**src/rtl/hazard_ctrl_pkg.sv**
```systemverilog
// Shared constants for the RV32 hazard controller: stage indices, FSM encodings, control patterns.
// No logic, so no latency; no flow control.
// Imported by hazard_ctrl and hazard_perf_cnt.
package hazard_ctrl_pkg;

  localparam int NUM_STG = 5;

  localparam int STG_PC    = 0;
  localparam int STG_IFID  = 1;
  localparam int STG_IDEX  = 2;
  localparam int STG_EXMEM = 3;
  localparam int STG_MEMWB = 4;

  localparam int HZ_STATE_WIDTH = 2;
  localparam logic [HZ_STATE_WIDTH-1:0] HZ_RUN        = 2'd0;
  localparam logic [HZ_STATE_WIDTH-1:0] HZ_WAIT       = 2'd1;
  localparam logic [HZ_STATE_WIDTH-1:0] HZ_REDIR_PEND = 2'd2;

  function automatic logic [NUM_STG-1:0] stg_bit(input int idx);
    logic [NUM_STG-1:0] v;
    v = '0;
    v[idx] = 1'b1;
    return v;
  endfunction

  // A data-bus wait freezes everything up to EXE/MEM and bubbles MEM/WB so the
  // in-flight load/store is not retired twice.
  localparam logic [NUM_STG-1:0] STALL_MEMWAIT =
    stg_bit(STG_PC) | stg_bit(STG_IFID) | stg_bit(STG_IDEX) | stg_bit(STG_EXMEM);
  localparam logic [NUM_STG-1:0] FLUSH_MEMWAIT  = stg_bit(STG_MEMWB);

  localparam logic [NUM_STG-1:0] STALL_LOAD_USE = stg_bit(STG_PC) | stg_bit(STG_IFID);
  localparam logic [NUM_STG-1:0] FLUSH_LOAD_USE = stg_bit(STG_IDEX);

  localparam logic [NUM_STG-1:0] FLUSH_BRANCH   = stg_bit(STG_IFID) | stg_bit(STG_IDEX);

  localparam logic [NUM_STG-1:0] STALL_FETCH    = stg_bit(STG_PC);
  localparam logic [NUM_STG-1:0] FLUSH_FETCH    = stg_bit(STG_IFID);

endpackage

```
**src/rtl/hazard_perf_cnt.sv**
```systemverilog
// Hazard performance counters: stall cycles and redirects issued, wrapping.
// Counts visible one cycle after the incrementing event.
// No backpressure; increments are sampled every cycle.
module hazard_perf_cnt
  import hazard_ctrl_pkg::*;
#(
  parameter int CNT_WIDTH = 32
) (
  input  logic                 clk,
  input  logic                 rst_n,
  input  logic                 stall_inc_i,
  input  logic                 redir_inc_i,
  output logic [CNT_WIDTH-1:0] stall_cycles_o,
  output logic [CNT_WIDTH-1:0] flush_count_o
);

  logic [CNT_WIDTH-1:0] stall_cnt_q, stall_cnt_d;
  logic [CNT_WIDTH-1:0] redir_cnt_q, redir_cnt_d;

  always_comb begin
    stall_cnt_d = stall_cnt_q;
    redir_cnt_d = redir_cnt_q;
    if (stall_inc_i) begin
      stall_cnt_d = stall_cnt_q + 1'b1;
    end
    if (redir_inc_i) begin
      redir_cnt_d = redir_cnt_q + 1'b1;
    end
  end

  always_ff @(posedge clk or negedge rst_n) begin
    if (!rst_n) begin
      stall_cnt_q <= '0;
      redir_cnt_q <= '0;
    end else begin
      stall_cnt_q <= stall_cnt_d;
      redir_cnt_q <= redir_cnt_d;
    end
  end

  assign stall_cycles_o = stall_cnt_q;
  assign flush_count_o  = redir_cnt_q;

endmodule

```
**src/rtl/hazard_ctrl.sv**
```systemverilog
// Pipeline hazard controller: per-stage stall/flush and PC redirect; counters under HAZARD_PERF_EN.
// Zero-cycle latency: controls are combinational from state and current inputs.
// Redirects arriving while frozen are held and issued once the pipeline can move.
module hazard_ctrl
  import hazard_ctrl_pkg::*;
#(
  parameter int ADDR_WIDTH = 32,
  parameter int CNT_WIDTH  = 32
) (
  input  logic                  clk,
  input  logic                  rst_n,
  input  logic                  load_use_stall_i,
  input  logic                  branch_taken_i,
  input  logic [ADDR_WIDTH-1:0] branch_target_i,
  input  logic                  if_busy_i,
  input  logic                  mem_busy_i,
  output logic [NUM_STG-1:0]    stall_o,
  output logic [NUM_STG-1:0]    flush_o,
  output logic                  redirect_o,
  output logic [ADDR_WIDTH-1:0] redirect_pc_o,
  output logic [CNT_WIDTH-1:0]  stall_cycles_o,
  output logic [CNT_WIDTH-1:0]  flush_count_o
);

  logic [HZ_STATE_WIDTH-1:0] state_q, state_d;
  logic                      pend_q, pend_d;
  logic [ADDR_WIDTH-1:0]     pend_pc_q, pend_pc_d;

  logic [NUM_STG-1:0]        stall_raw, flush_raw;
  logic                      redir_raw;
  logic [ADDR_WIDTH-1:0]     redir_pc_raw;
  logic                      run_rules;

  always_comb begin
    stall_raw    = '0;
    flush_raw    = '0;
    redir_raw    = 1'b0;
    redir_pc_raw = '0;
    state_d      = state_q;
    pend_d       = pend_q;
    pend_pc_d    = pend_pc_q;
    run_rules    = 1'b0;

    case (state_q)
      HZ_RUN: begin
        run_rules = 1'b1;
      end

      HZ_WAIT: begin
        if (mem_busy_i) begin
          stall_raw = STALL_MEMWAIT;
          flush_raw = FLUSH_MEMWAIT;
          // Only the first branch of a freeze is kept; EXE is held, so any later
          // assertion is the same branch still sitting there.
          if (!pend_q && branch_taken_i) begin
            pend_d    = 1'b1;
            pend_pc_d = branch_target_i;
          end
        end else if (pend_q) begin
          flush_raw = FLUSH_BRANCH;
          pend_d    = 1'b0;
          if (if_busy_i) begin
            stall_raw = STALL_FETCH;
            state_d   = HZ_REDIR_PEND;
          end else begin
            redir_raw    = 1'b1;
            redir_pc_raw = pend_pc_q;
            state_d      = HZ_RUN;
          end
        end else begin
          run_rules = 1'b1;
        end
      end

      HZ_REDIR_PEND: begin
        if (mem_busy_i) begin
          stall_raw = STALL_MEMWAIT;
          flush_raw = FLUSH_MEMWAIT;
        end else if (if_busy_i) begin
          stall_raw = STALL_FETCH;
          flush_raw = FLUSH_FETCH;
        end else begin
          redir_raw    = 1'b1;
          redir_pc_raw = pend_pc_q;
          state_d      = HZ_RUN;
        end
      end

      default: begin
        state_d = HZ_RUN;
        pend_d  = 1'b0;
      end
    endcase

    if (run_rules) begin
      state_d = HZ_RUN;
      if (mem_busy_i) begin
        stall_raw = STALL_MEMWAIT;
        flush_raw = FLUSH_MEMWAIT;
        state_d   = HZ_WAIT;
        if (branch_taken_i) begin
          pend_d    = 1'b1;
          pend_pc_d = branch_target_i;
        end
      end else if (branch_taken_i) begin
        // The instruction behind the branch is wrong-path, so its load-use stall is moot.
        flush_raw = FLUSH_BRANCH;
        if (if_busy_i) begin
          stall_raw = STALL_FETCH;
          pend_pc_d = branch_target_i;
          state_d   = HZ_REDIR_PEND;
        end else begin
          redir_raw    = 1'b1;
          redir_pc_raw = branch_target_i;
        end
      end else if (load_use_stall_i) begin
        stall_raw = STALL_LOAD_USE;
        flush_raw = FLUSH_LOAD_USE;
      end else if (if_busy_i) begin
        stall_raw = STALL_FETCH;
        flush_raw = FLUSH_FETCH;
      end
    end
  end

  always_ff @(posedge clk or negedge rst_n) begin
    if (!rst_n) begin
      state_q   <= HZ_RUN;
      pend_q    <= 1'b0;
      pend_pc_q <= '0;
    end else begin
      state_q   <= state_d;
      pend_q    <= pend_d;
      pend_pc_q <= pend_pc_d;
    end
  end

  // Controls are combinational, so they must be masked explicitly while in reset.
  assign stall_o       = rst_n ? stall_raw    : '0;
  assign flush_o       = rst_n ? flush_raw    : '0;
  assign redirect_o    = rst_n ? redir_raw    : 1'b0;
  assign redirect_pc_o = rst_n ? redir_pc_raw : '0;

`ifdef HAZARD_PERF_EN
  hazard_perf_cnt #(
    .CNT_WIDTH (CNT_WIDTH)
  ) u_perf (
    .clk            (clk),
    .rst_n          (rst_n),
    .stall_inc_i    (|stall_o),
    .redir_inc_i    (redirect_o),
    .stall_cycles_o (stall_cycles_o),
    .flush_count_o  (flush_count_o)
  );
`else
  assign stall_cycles_o = '0;
  assign flush_count_o  = '0;
`endif

endmodule

```
**config.mk**
```make
export PLATFORM = sky130hd
export DESIGN_NAME = hazard_ctrl
export DESIGN_NICKNAME = d
export VERILOG_FILES = /design/src/rtl/hazard_ctrl_pkg.sv /design/src/rtl/hazard_perf_cnt.sv /design/src/rtl/hazard_ctrl.sv
export SDC_FILE = /design/constraint.sdc
export NUM_CORES = 1
export LEC_CHECK = 0
export CAP_MARGIN = 20
export CORE_MARGIN = 2
export CORE_UTILIZATION = 43
export CTS_CLUSTER_SIZE = 30
export DETAILED_ROUTE_END_ITERATION = 8
export PLACE_DENSITY = 0.92
export SETUP_SLACK_MARGIN = 0.02
export SYNTH_ARGS = -nofsm -noshare
export SYNTH_HDL_FRONTEND = slang
export SYNTH_SLANG_ARGS = --single-unit
```
**constraint.sdc**
```tcl
create_clock -name clk -period 3.7 [get_ports clk]
set_input_delay 0.37 -clock clk [delete_from_list [all_inputs] [get_ports clk]]
set_output_delay 0.37 -clock clk [all_outputs]
set_load 0.05 [all_outputs]
```
# Word level (Yosys, flattened, before mapping)
# Index checks and enable logic that the tools add are counted.
# classes
eq_ne	7
n_mux	68
n_reduce_logical	5
# ops
operator	count
32-bit 2-to-1 mux	17
5-bit 2-to-1 mux	15
32-bit case mux with 2 select lines	1
5-bit case mux with 2 select lines	2
1-bit 2-to-1 mux	18
2-bit 2-to-1 mux	9
3-bit inequality test (second input constant)	4
1-bit case mux with 2 select lines	3
2-bit case mux with 3 select lines	1
5-bit AND reduction	1
4-bit 2-to-1 mux	1
3-bit 2-to-1 mux	1
2-bit by 1-bit equality test with 1-bit output (second input constant)	1
2-bit equality test (second input constant)	1
2-bit zero test	1
2-bit inequality test (second input constant)	1
2-bit OR reduction	1
1-bit logical AND	1
1-bit zero test	1
# totals
regBits	35
input_bits	38
output_inout_bits	107
wordCells	83

# Depth between registers and ports, before layout
# Gate-level depths: netlist (run 1).
# logic_depth
word_depth	10
ltp_mapped	7
depth_no_buf	6

# Worst setup path after synthesis (run 1)
# No wires, ideal clock.
# synth_timing
path_type	reg2out
startpoint	register state_q[0]
endpoint	output stall_o[3]
arrival_time_ns	2.607
t_required_ns	3.330
path_slack_ns	0.723
path_stages_with_launch	6
n_path_buf	1
path_cell_list	dfrtp_1 -> inv_1 -> ha_1 -> o21ai_0 -> a211oi_1 -> buf_4
# synth_between
elab_chain_cells	8
word_cells_on_any_way	11
cone_classes	eq/ne (2); mux (8); reduce/logical (1)
# synth_lines
element	line	rtl
start, declared	hazard_ctrl.sv:25	logic [HZ_STATE_WIDTH-1:0] state_q, state_d;
start signal, assigned	hazard_ctrl.sv:132	state_q <= state_d;
2-bit equality test / 2-bit by 1-bit equality test with 1-bit output (equally long branches)	hazard_ctrl.sv:44	case (state_q)
5-bit case mux with 2 select lines	hazard_ctrl.sv:44	
5-bit 2-to-1 mux	hazard_ctrl.sv:108, hazard_ctrl.sv:119	
5-bit 2-to-1 mux	hazard_ctrl.sv:116	end else if (load_use_stall_i) begin
5-bit 2-to-1 mux	hazard_ctrl.sv:105	end else if (branch_taken_i) begin
5-bit 2-to-1 mux	hazard_ctrl.sv:97	if (mem_busy_i) begin
5-bit 2-to-1 mux (*)	hazard_ctrl.sv:95	if (run_rules) begin
5-bit 2-to-1 mux (*)	hazard_ctrl.sv:139	assign stall_o = rst_n ? stall_raw : '0;
end, declared	hazard_ctrl.sv:17	output logic [NUM_STG-1:0] stall_o,
# Every way passes the cells marked *; elsewhere a longest branch is shown, timed or not.

# Worst setup path in the final report (run 1)
# layout_timing
startpoint	register state_q[0]
endpoint	output flush_o[1]
# layout_between
elab_chain_cells	8
word_cells_on_any_way	11
cone_classes	eq/ne (2); mux (8); reduce/logical (1)
# layout_lines
element	line	rtl
2-bit equality test / 2-bit by 1-bit equality test with 1-bit output (equally long branches)	hazard_ctrl.sv:44	
5-bit case mux with 2 select lines	hazard_ctrl.sv:44	
5-bit 2-to-1 mux	hazard_ctrl.sv:119	end else if (if_busy_i) begin
5-bit 2-to-1 mux	hazard_ctrl.sv:116	
5-bit 2-to-1 mux	hazard_ctrl.sv:105	
5-bit 2-to-1 mux	hazard_ctrl.sv:97	
5-bit 2-to-1 mux (*)	hazard_ctrl.sv:95	
5-bit 2-to-1 mux (*)	hazard_ctrl.sv:140	assign flush_o = rst_n ? flush_raw : '0;
end, declared	hazard_ctrl.sv:18	output logic [NUM_STG-1:0] flush_o,
# Marks and branches as above.

==> results of run 1 <==
-- worst max path at each step --
stage                     depth (start not counted)  startpoint          to
after floorplan                                   5  state_q[0]  stall_o[3]
after global placement                            6  mem_busy_i  stall_o[0]
after detailed placement                          6  mem_busy_i  stall_o[0]
after CTS                                         6  state_q[0]  flush_o[1]
after global routing                              6  state_q[0]  flush_o[1]
final                                             6  state_q[0]  flush_o[1]
-- per-layer routing --
metal	share of wire, %	routed length (µm)	up-vias
met5	0	0	-
met4	1.2	75	0
met3	7.4	476	12
met2	53	3400	123
met1	39	2510	1122
li1	-	-	1095
-- sequential cells by signal (all words and copies together), names as in the netlist --
register and cells:
pend_pc_q 32, pend_q 1, state_q 2
-- layout make-up --
| type | instances | area (µm²) | share of cell area [%] |
|---|---|---|---|
| Tap cell | 77 | 96.3 | 2.58 |
| Timing Repair Buffer | 83 | 1140 | 30.6 |
| Multi-Input combinational cell | 258 | 1490 | 40.0 |
| Clock buffer | 7 | 96.3 | 2.58 |
| Inverter | 6 | 22.5 | 0.603 |
| Clock inverter | 1 | 7.51 | 0.201 |
| Sequential cell | 35 | 876 | 23.5 |
-- cell usage after synthesis (2+ instances only) --
master	number
buf_4	71
buf_6	3
mux2_2	2
buf_2	5
a21oi_1	41
nor2b_1	2
nand3_1	34
nand2_1	36
nor2_1	9
dfrtp_1	35
or2_4	2
a211oi_1	4
o21a_1	3
ha_1	6
clkbuf_1	7
o21ai_0	6
inv_1	4
mux2_1	30
-- power breakdown --
| part | internal, µW | switching, µW | total [µW] |
|---|---|---|---|
| Sequential | 578 | 121 | 699 |
| Clock | 169 | 142 | 312 |
| Combinational | 438 | 693 | 1130 |
-- cell families (layout without fill, tap and decap cells) --
| logic type | Yosys count | in the layout | share of synthesized area, % |
|---|---|---|---|
| flip-flops | 35 | 35 | 31.8 |
| AO/OA/AOI/OAI | 62 | 62 | 12.8 |
| multiplexers | 33 | 33 | 13.4 |
| buffers and inverters | 92 | 97 | 23.2 |
| other | 1 | 67 | 0.136 |
| AND/OR/NAND/NOR | 90 | 90 | 15.9 |
| adder cells (fa/ha/maj) | 6 | 6 | 2.72 |
-- metrics by stage --
stage	instances	util [%]	cell area, µm²	hold WS [ps]	total power (µW)
finish	467	59.5	3730	147	2140
global route	467	59.5	3730	181	2280
CTS	467	59.5	3730	164	2150
detailed placement	459	57.8	3630	476	1830
global placement	459	57.8	3630	469	1780
floorplan	385	-	3010	74.4	1570
==> results.md, run 1 <==
* R2R depth at 5
* Crit path max-delay family: buffers and inverters
* Total track usage at 17.7%
* Final Slew Violations at 0
* Slowest cell delay on critical path at 820 ps
* # H-tree levels at 2
* Via count at 2352
* RR Startpoint: state_q[0]
* Top post-synthesis cells by area: dfrtp_1, buf_4, mux2_1
* Grt peak-use layer: met2
* Post-route ant nets at 0
* Final Setup Violations at 0
* Synth-to-layout area growth at 35.3%
* Residual DRC at 0
* Library cells used by synthesis at 37
* Post-route setup TNS at 0 ps
* M1 GR Usage at 19.9%
* Port-buffer cells at 77
* PostCTS Resize Cnt at 0
* CP required at 3330 ps
* Max Root-Sink Buffers at 2
* Num rows at 29
* Register area share after synthesis at 31.8%
* Synth top area share at 31.8%
* Routed wire length at 6.47 mm
* Drt via density at 5.04
* Die height at 84.1 µm
* Max-cap violations at 0
* Worst Setup End Kind: output pin
* GPL Wtd Cong at 0.783
* Number of fill cells at 523
* Die X at 84.1 µm
* Die ar. at 7070 µm²
* Sink Count at 35
* Io pins at 145
* Antenna Diode Count at 0
* Most common cell after layout, fill and taps aside: conb_1
* Min-delay worst type: in2async
* CP Class: reg2out
* Final Critical Period at 3200 ps
* Final hold vios at 0
* NumNets Final at 433
* Met2 GRT Util at 32.7%
* Worst Path Arrival at 2830 ps
* Synth area leader: dfrtp_1
* Worst-path clk slew at 70 ps
* Critical path fanouts, max at 12
* Avg WL per Cell at 13.8 µm
* Initial Util at 43.9%
* CTS tree: yes
* Largest net degree at the start of global routing at 38
* CORE AREA at 6280 µm²
* R2R setup slack at 1100 ps
* DR iter-0 viols at 92
* Power Density at 574 nW/µm²
* Avg Cell Area, Syn at 8.64 µm²
* Met3 GRT Util at 4.65%
* Mapped Cells at 319
* Yosys reg bits at 35
* Status: finished clean
* RSZ-0062 raised after global routing: false
* Fmax at 313 MHz
* DRT Pass-1 Iters at 4
* GR Overflow Total at 0
* Worst path bufs/invs at 2
* Crit start category: register
* Global-route wire length before repair at 10.4 mm
* Initial antenna violation count at 0
* Slew headroom at 46.7%
* Clock skew at 3.74 ps
* CTS Buf Count at 5
* Worst path slowest cell: clkdlybuf4s50_1
* Vias in the first global route at 2311
* Post-Syn Area at 2760 µm²
* Main synth FF type: dfrtp_1
* Yosys warnings at 0
* Clk_lat worst skew at 280 ps
* Root Buffer: clkbuf_8
* EDFF count, synth at 0
* Hold buffer count at CTS at 0
* Static Leak at 0.00153 µW
* Pre-CTS setup slack at 683 ps
* DP HPWL at 4.73 mm
* PnR worst setup slack at 503 ps
* Peak VDD IR at 0.343 mV
* Async SR Flop Fraction at 100%
* CP cell instances: inv_1, ha_1, or2_4, a221o_1, a21oi_1, clkdlybuf4s50_1
* Postcts setup bufs at 0
* Worst Max-Slew Pin Slew at 799 ps
* Share of post-route cells with drive strength above 1 at 14.9%
* RR Endpoint: pend_pc_q[10]
* Commonest cells after routing, fill and taps aside: conb_1, clkdlybuf4s50_1, a21oi_1
* Period utilization at 86.4%
Power figures use the tool's default switching activity.
==> run 2, diff against run 1 <==
==> constraint.sdc (replaced) <==
create_clock -name clk -period 4.15 [get_ports clk]
set_input_delay 0.415 -clock clk [delete_from_list [all_inputs] [get_ports clk]]
set_output_delay 0.415 -clock clk [all_outputs]
set_load 0.05 [all_outputs]
==> run 2 against run 1 <==
  * Final cell count decreased by 0.43%
  * Count of clock-buffer cells in the layout is 1 higher
  * Hold slack better by 47 ps
  * Combinational power fell by 16%
  * Sequential share of layout area up 3.0 points
  * Critical path depth did not move
  * Global-route usage is 1.1 points lower
  * Critical path type unchanged
  * Critical endpoint unchanged
  * Largest power group unchanged
==> results.md, run 2 (same netlist as run 1, synthesis figures left out) <==
* Sink Count at 35 (unchanged)
* Worst-path clk slew at 70 ps (about the same)
* Slowest cell delay on critical path at 830 ps (about the same)
* CTS tree: yes
* Top Registers: pend_pc_q x32, state_q x2, pend_q x1
* Most common cell after layout, fill and taps aside: conb_1
* Min-delay worst type: in2async
* Share of post-route cells with drive strength above 1 at 13.9% (-0.95 points)
* Design Area, Final at 3300 µm² (-11%)
* Root Buffer: clkbuf_8
* Drt via density at 4.89 (-2.9%)
* Avg WL per Cell at 12.9 µm (-7.1%)
* Fmax at 310 MHz
* Total track usage at 16.7% (-1.1 points)
* Number of fill cells at 582 (+11%)
* Final Util at 52.6% (-6.8 points)
* Post-route ant nets at 0 (unchanged)
* NumNets Final at 431 (-0.46%)
* Max reg flops at 32 (unchanged)
* Final Slew Violations at 0 (unchanged)
* Post-route setup TNS at 0 ps (unchanged)
* GR Overflow Total at 0 (unchanged)
* Critical Path Stages at 6 (unchanged)
* Die X at 84.1 µm (unchanged)
* Synth-to-layout area growth at 19.8%
* Num rows at 29 (unchanged)
* Most flops, register: pend_pc_q
* Vias in the first global route at 2169 (-6.1%)
* # H-tree levels at 2 (unchanged)
* CP required at 3730 ps (+400 ps)
* Routed wire length at 5.98 mm (-7.5%)
* DP HPWL at 4.31 mm (-8.8%)
* Die ar. at 7070 µm² (unchanged)
* Worst Path Arrival at 2810 ps (-20 ps)
* Global-route wire length before repair at 9.85 mm (-5.2%)
* Worst Max-Slew Pin Slew at 809 ps (+9.90 ps)
* Clk_lat worst skew at 280 ps (about the same)
* Antenna Diode Count at 0 (unchanged)
* PostCTS Resize Cnt at 0 (unchanged)
* Status: finished clean
* GPL Wtd Cong at 0.855 (+9.3%)
* CTS Buf Count at 5 (unchanged)
* Initial antenna violation count at 0 (unchanged)
* Postcts setup bufs at 0 (unchanged)
* Static Leak at 0.00143 µW (-6.7%)
* Initial Util at 43.9% (unchanged)
* Largest net degree at the start of global routing at 38 (unchanged)
* RSZ-0062 raised after global routing: false
* Hold buffer count at CTS at 0 (unchanged)
* Worst Setup End Kind: output pin
* Period utilization at 77.7%
* Max-cap violations at 0 (unchanged)
* CP Class: reg2out
* DR iter-0 viols at 67 (-27%)
* Final Critical Period at 3220 ps
* Clock skew at 4.11 ps (+0.368 ps)
* Max Root-Sink Buffers at 2 (unchanged)
* Final Setup Violations at 0 (unchanged)
* Worst path bufs/invs at 2 (unchanged)
* Worst Hold Slack at 195 ps (+47.4 ps)
* Crit start category: register
* Peak VDD IR at 0.317 mV (-7.5%)
* Final hold vios at 0 (unchanged)
* Power Density at 554 nW/µm² (-3.4%)
* CP cell instances: inv_1, ha_1, or2_4, a221o_1, a21oi_1, clkdlybuf4s50_1
* Port-buffer cells at 77 (unchanged)
* Slew headroom at 46.0% (-0.66 points)
* Die height at 84.1 µm (unchanged)
* Io pins at 145 (unchanged)
* CORE AREA at 6280 µm² (unchanged)
* Worst path slowest cell: clkdlybuf4s50_1
* Commonest cells after routing, fill and taps aside: conb_1, clkdlybuf4s50_1, a21oi_1
* Critical path fanouts, max at 12 (unchanged)
* Area of placed instances at 3200 µm² (-12%)
* DRT Pass-1 Iters at 4 (unchanged)
* R2R depth at 5 (unchanged)
* Crit path max-delay family: buffers and inverters
* Via count at 2274 (-3.3%)
* Residual DRC at 0 (unchanged)
## run 2: cell types whose count changed in the layout (fill, tap and decap cells not counted), sizes merged
cell,change
clkinvlp,-1
clkbuf,+1
buf,-3
clkdlybuf4s50,+1
## run 2: final cells by class
cell class	count	area (µm²)	area share [%]
clock buffers	8	100	3.03
inverters	6	22.5	0.682
multi-input cells	258	1490	45.2
flip-flops and latches	35	876	26.5
well taps	77	96.3	2.92
repair buffers	81	716	21.7
## run 2: metrics by stage
stage / std cells / power, µW / setup slack, ps
after global placement: 457 / 1530 / 1080
final: 465 / 1830 / 926
after CTS: 465 / 1850 / 911
after global routing: 465 / 1950 / 786
after floorplan: 385 / 1400 / 1130
after detailed placement: 457 / 1570 / 1010
## run 2: power breakdown
part / internal [µW] / switching (µW) / leakage, µW / total, µW
combinational: 341 / 603 / 0.000964 / 944
sequential: 516 / 107 / 0.000414 / 622
clock: 151 / 112 / 0.0000515 / 264
## run 2: worst paths after layout
check / start / slack, ps / end
max: state_q[0] / 930 / flush_o[1]
min: rst_n / 190 / state_q[1]
max reg2reg: state_q[0] / 1570 / pend_pc_q[21]
min reg2reg: pend_pc_q[11] / 490 / pend_pc_q[11]
max in group asynchronous: rst_n / 3620 / pend_pc_q[30]
min in group clk: pend_pc_q[11] / 490 / pend_pc_q[11]
## run 2: layer usage
metal  wire, µm  vias up  track usage, %
li1           -     1090               -
met1       2410     1083            20.2
met2       3150       97            29.6
met3        394        4            3.76
met4         29        0            4.25
met5          0        -               0
==> patch 1, RTL diff (flow settings as in run 2) <==
Change the parameter `ADDR_WIDTH` from 32 to 64.
--- a/src/rtl/hazard_ctrl.sv
+++ b/src/rtl/hazard_ctrl.sv
@@ -6,3 +6,3 @@
 #(
-  parameter int ADDR_WIDTH = 32,
+  parameter int ADDR_WIDTH = 64,
   parameter int CNT_WIDTH  = 32
Interface: changed (resized branch_target_i and redirect_pc_o); port bits go from 145 to 209. The function was not compared with the original's and may differ.
==> patch 1 against run 2 <==
- fmax shrank 18%
- synthesized area rose by 78%
- highest routed layer unchanged
- utilization grew 4.5 points
- combinational power increased by 66%
- clock power increased to 3.1 times the old value
- largest cell class unchanged
- worst setup slack got worse by 690 ps
- sequential cell count rose by 32
- total power up 96%
- routed wire length is 86% higher
- cell area up 95%
==> patch 1: results (changes against run 2) <==
* Status: finished, final reports clean (unchanged)
* Vias in the first global route at 3,805 (was 2,169)
* First-iteration detailed-routing DRC count at 391 (was 67)
* Vias per cell at 5.06 (was 4.89)
* Actual slew at the worst max-slew pin at 787 ps (was 809 ps)
* Largest net degree at the start of global routing at 64 (was 38)
* Post-DP HPWL at 8.03 mm (was 4.31 mm)
* TritonRoute pass-1 iters at 6 (was 4)
* Fin util at 57.1% (was 52.6%)
* Worst Clk Skew at 5.07 ps (was 4.11 ps)
* Top Registers: pend_pc_q x64, state_q x2, pend_q x1 (was pend_pc_q x32, state_q x2, pend_q x1)
* Share of layout cells above drive strength 1 at 15.2% (was 13.9%)
* Num CTS Buffers at 9 (was 5)
* Top post-synthesis cells by area: dfrtp_1 (34%), mux2_4 (18%), buf_4 (12%) (was dfrtp_1 (32%), buf_4 (19%), mux2_1 (12%))
* Crit path largest cell delay at 860 ps (was 830 ps)
* Met1 usage in global routing at 22.9% (was 20.2%)
* CP startpoint: state_q[1]$_DFFE_PN0P_ (was state_q[0]$_DFFE_PN0P_)
* Crit path DAT at 3500 ps (was 2810 ps)
* Sequential share of the synthesized area at 34.1% (was 31.8%)
* Fillers at 958 (was 582)
* Post-DP Area at 6110 sq um (was 3200 sq um)
* Final WL at 11.1 mm (was 5.98 mm)
* GRT Overall Usage at 17.8% (was 16.7%)
* Met3 Usage GRT at 3.88% (was 3.76%)
* Sw frac at 35.7% (was 44.9%)
* Port buffer count at 141 (was 77)
* H-tree levels at 3 (was 2)
* Synth cell count leaders: buf_4 (81), nand2_1 (71), dfrtp_1 (67) (was buf_4 (71), a21oi_1 (41), nand2_1 (36))
patch 1: changes by cell type in the layout (fill, tap and decap cells not counted), moves of 6 or more:
cell             before  now
buf_4                36   10
a21boi_0              0   14
clkdlybuf4s50_1      44  140
mux2_1               30    0
a21oi_1              41    6
clkbuf_8              7    1
clkbuf_16             0    9
dfrtp_1              35   67
nand3_1              34   64
nand2_1              36   71
mux2_4                0   58
a21boi_1              0   51
patch 1: metal layers:
metal / up-vias / share of wire (%)
met4: 0 / 1.2
met2: 180 / 50
met5: - / 0
met3: 14 / 6.0
li1: 1833 / -
met1: 1865 / 43
patch 1: cell families (layout without fill, tap and decap cells):
family,after synthesis,after routing,share of synthesized area [%]
DFF,67,67,34.1
buffers and inverters,113,175,16.0
AOI/OAI and AO/OA,99,99,15.4
and+or+nand+nor,147,147,13.6
adders and majority gates,6,6,1.53
other,1,67,0.0763
muxes,65,65,19.3
patch 1: critical path, delay by kind of cell (launching register included):
family,cells,cell delay [ps]
simple gates,2,290
compound gates,2,930
fa+ha+maj,1,280
buf+inv,3,1240
flops,1,410
patch 1: final timing paths:
check | to | slack (ps) | cells after the start
max | redirect_pc_o[63] | 240 | 8
min | pend_pc_q[63]$_DFF_PN0_ | 100 | 1
max reg2reg | pend_pc_q[2]$_DFF_PN0_ | 1880 | 6
min reg2reg | pend_pc_q[62]$_DFF_PN0_ | 490 | 2
max in group asynchronous | pend_pc_q[14]$_DFF_PN0_ | 3080 | 3
min in group clk | pend_pc_q[62]$_DFF_PN0_ | 490 | 2
patch 1: power by group through the flow:
| stage | Combinational (mW) | Sequential (mW) | Clock (mW) |
|---|---|---|---|
| CTS | 1.58 | 1.19 | 0.842 |
| finish | 1.57 | 1.20 | 0.819 |
| global route | 1.66 | 1.24 | 0.879 |
| detailed placement | 1.58 | 1.19 | 0 |
| global placement | 1.52 | 1.17 | 0 |
| floorplan | 1.34 | 1.12 | 0 |
patch 1: per-stage QoR:
stage | hold slack [ps] | instances
finish | 99.2 | 769
global route | 133 | 769
CTS | 108 | 769
detailed placement | 450 | 753
global placement | 432 | 753
floorplan | 119 | 564
patch 1: layout make-up:
type | instances | area share (%)
clock buffer | 11 | 3.77
clock inverter | 5 | 1.32
inverter | 7 | 0.408
multi-input combinational | 384 | 42.1
sequential | 67 | 26.0
tap | 143 | 2.78
timing repair buffer | 152 | 23.6
==> patch 2, RTL diff (flow settings as in run 2) <==
Without the edit above. Reset style: synchronous (`rst_n`), changed in one clocked block.
--- a/src/rtl/hazard_ctrl.sv
+++ b/src/rtl/hazard_ctrl.sv
@@ -125,3 +125,3 @@
 
-  always_ff @(posedge clk or negedge rst_n) begin
+  always_ff @(posedge clk) begin
     if (!rst_n) begin
Formal check against the unedited RTL: same outputs for any inputs over 4 cycles, from zero or initial values and one cycle with rst_n low; that may be too few to reach the edited logic, so the function may still have changed.
==> patch 2 against run 2 <==
- synthesized area increased by 15%
- synthesized cell count grew 26%
- critical path depth is 1 higher
- worst setup slack got worse by 45 ps
- global-route usage rose by 1.5 points
- routed wire length grew 28%
- register-to-register slack better by 220 ps
- fmax is 1.4% lower
- cell area grew 25%
- utilization grew 4.7 points
- sequential cell count is the same
- count of clock-buffer cells in the layout fell by 2
- critical endpoint is now stall_o[0]
- largest cell class unchanged
Power is not compared: it rests on default switching activity, and its combinational part moved more than twofold at a synthesized area within 25%.
==> patch 2: results (changes against run 2) <==
* #MultiIn Comb at 330 (was 258)
* Post-DP HPWL at 5.42 mm (was 4.31 mm)
* Top post-synthesis cells by area: dfxtp_1 (22%), buf_4 (17%), mux2i_1 (10%) (was dfrtp_1 (32%), buf_4 (19%), mux2_1 (12%))
* First-iteration detailed-routing DRC count at 107 (was 67)
* Clock buffer depth at 2 (unchanged)
* Crit path DAT at 2850 ps (was 2810 ps)
* Invs w/o clock at 5 (was 6)
* Post-DP Area at 4020 sq um (was 3200 sq um)
* Share of layout cells above drive strength 1 at 12.6% (was 13.9%)
* Synth unique cells at 46 (was 37)
* Global-route wire length before repair at 12.5 mm (was 9.85 mm)
* Yosys top cell area share at 22.1% (was 31.8%)
* Placed cell count at 552 (was 457)
* Seq cells post-synth at 35 (unchanged)
* Clk_buf instances at 6 (was 8)
* Status: finished, final reports clean (unchanged)
* Clk pwr share at 29.1%
* GRT Overall Usage at 18.2% (was 16.7%)
* Hold crit path type: register to register (was primary input to asynchronous set/reset pin)
* Combinational Power Share at 36.8%
* FFs w/ async S/R, synth at 0% (was 100%)
* Fin util at 57.3% (was 52.6%)
* Drt wl/cell at 13.6 microns (was 12.9 microns)
* Worst Path Max Fanout at 10 (was 12)
* Met1 usage in global routing at 21.1% (was 20.2%)
* Fillers at 623 (was 582)
* Met2 GRT Util at 33.9% (was 29.6%)
* Cell count after synthesis at 401 (was 319)
* Actual slew at the worst max-slew pin at 996 ps (was 809 ps)
* Core area at 7210 sq um (was 6280 sq um)
* Footprint of the multi-input gates at 2030 sq um (was 1490 sq um)
* Worst Clk Skew at 2.21 ps (was 4.11 ps)
* Bufs w/o clock at 83 (was 81)
* Clk tree area frac at 2.84% (was 3.03%)
* Vias at 2,818 (was 2,274)
* Met3 Usage GRT at 4.19% (was 3.76%)
* Largest net degree at the start of global routing at 71 (was 38)
* Vias in the first global route at 2,694 (was 2,169)
* Post-route insts no fill at 560 (was 465)
* Worst r2r path cells at 6 (was 5)
* Worst slack, placed at 963 ps (was 1010 ps)
* Routed wl met3 at 502 microns (was 394 microns)
* Root buf cell: clkbuf_8 (unchanged)
* Sequential cell area share at 16.9% (was 26.5%)
* Met2 WL at 3.89 mm (was 3.15 mm)
* Sequential share of the synthesized area at 22.1% (was 31.8%)
* Main synth FF type: dfxtp_1 (was dfrtp_1)
* Met1 WL at 3.15 mm (was 2.41 mm)
* Synth cell count leaders: buf_4 (73), nand2_1 (57), dfxtp_1 (35) (was buf_4 (71), a21oi_1 (41), nand2_1 (36))
* Non-clock buffers, area share at 27.6% (was 21.7%)
* Final hold violation count at 0 (unchanged)
[patch 2: changes by cell type after synthesis, sizes merged, moves of 19 or more]
cell    delta
a21boi    +34
dfrtp     -35
mux2i     +32
dfxtp     +35
nand2     +21
mux2      -31
nor2b     +19
a21oi     -25
[patch 2: cell families after synthesis]
family          Yosys count  synth area share [%]
compound gates           92                  22.2
fa+ha+maj                 6                  2.36
buf+inv                 102                  21.9
flops                    35                  22.1
mux                      34                  10.8
other cells               1                 0.118
simple gates            131                  20.6
[patch 2: worst paths after layout]
kind / startpoint / endpoint / slack [ps]
max: state_q[1]$_SDFFE_PN0P_ / stall_o[0] / 880
min: pend_pc_q[28]$_SDFF_PN0_ / pend_pc_q[28]$_SDFF_PN0_ / 520
max reg2reg: state_q[1]$_SDFFE_PN0P_ / pend_pc_q[29]$_SDFF_PN0_ / 1790
min reg2reg: pend_pc_q[28]$_SDFF_PN0_ / pend_pc_q[28]$_SDFF_PN0_ / 520
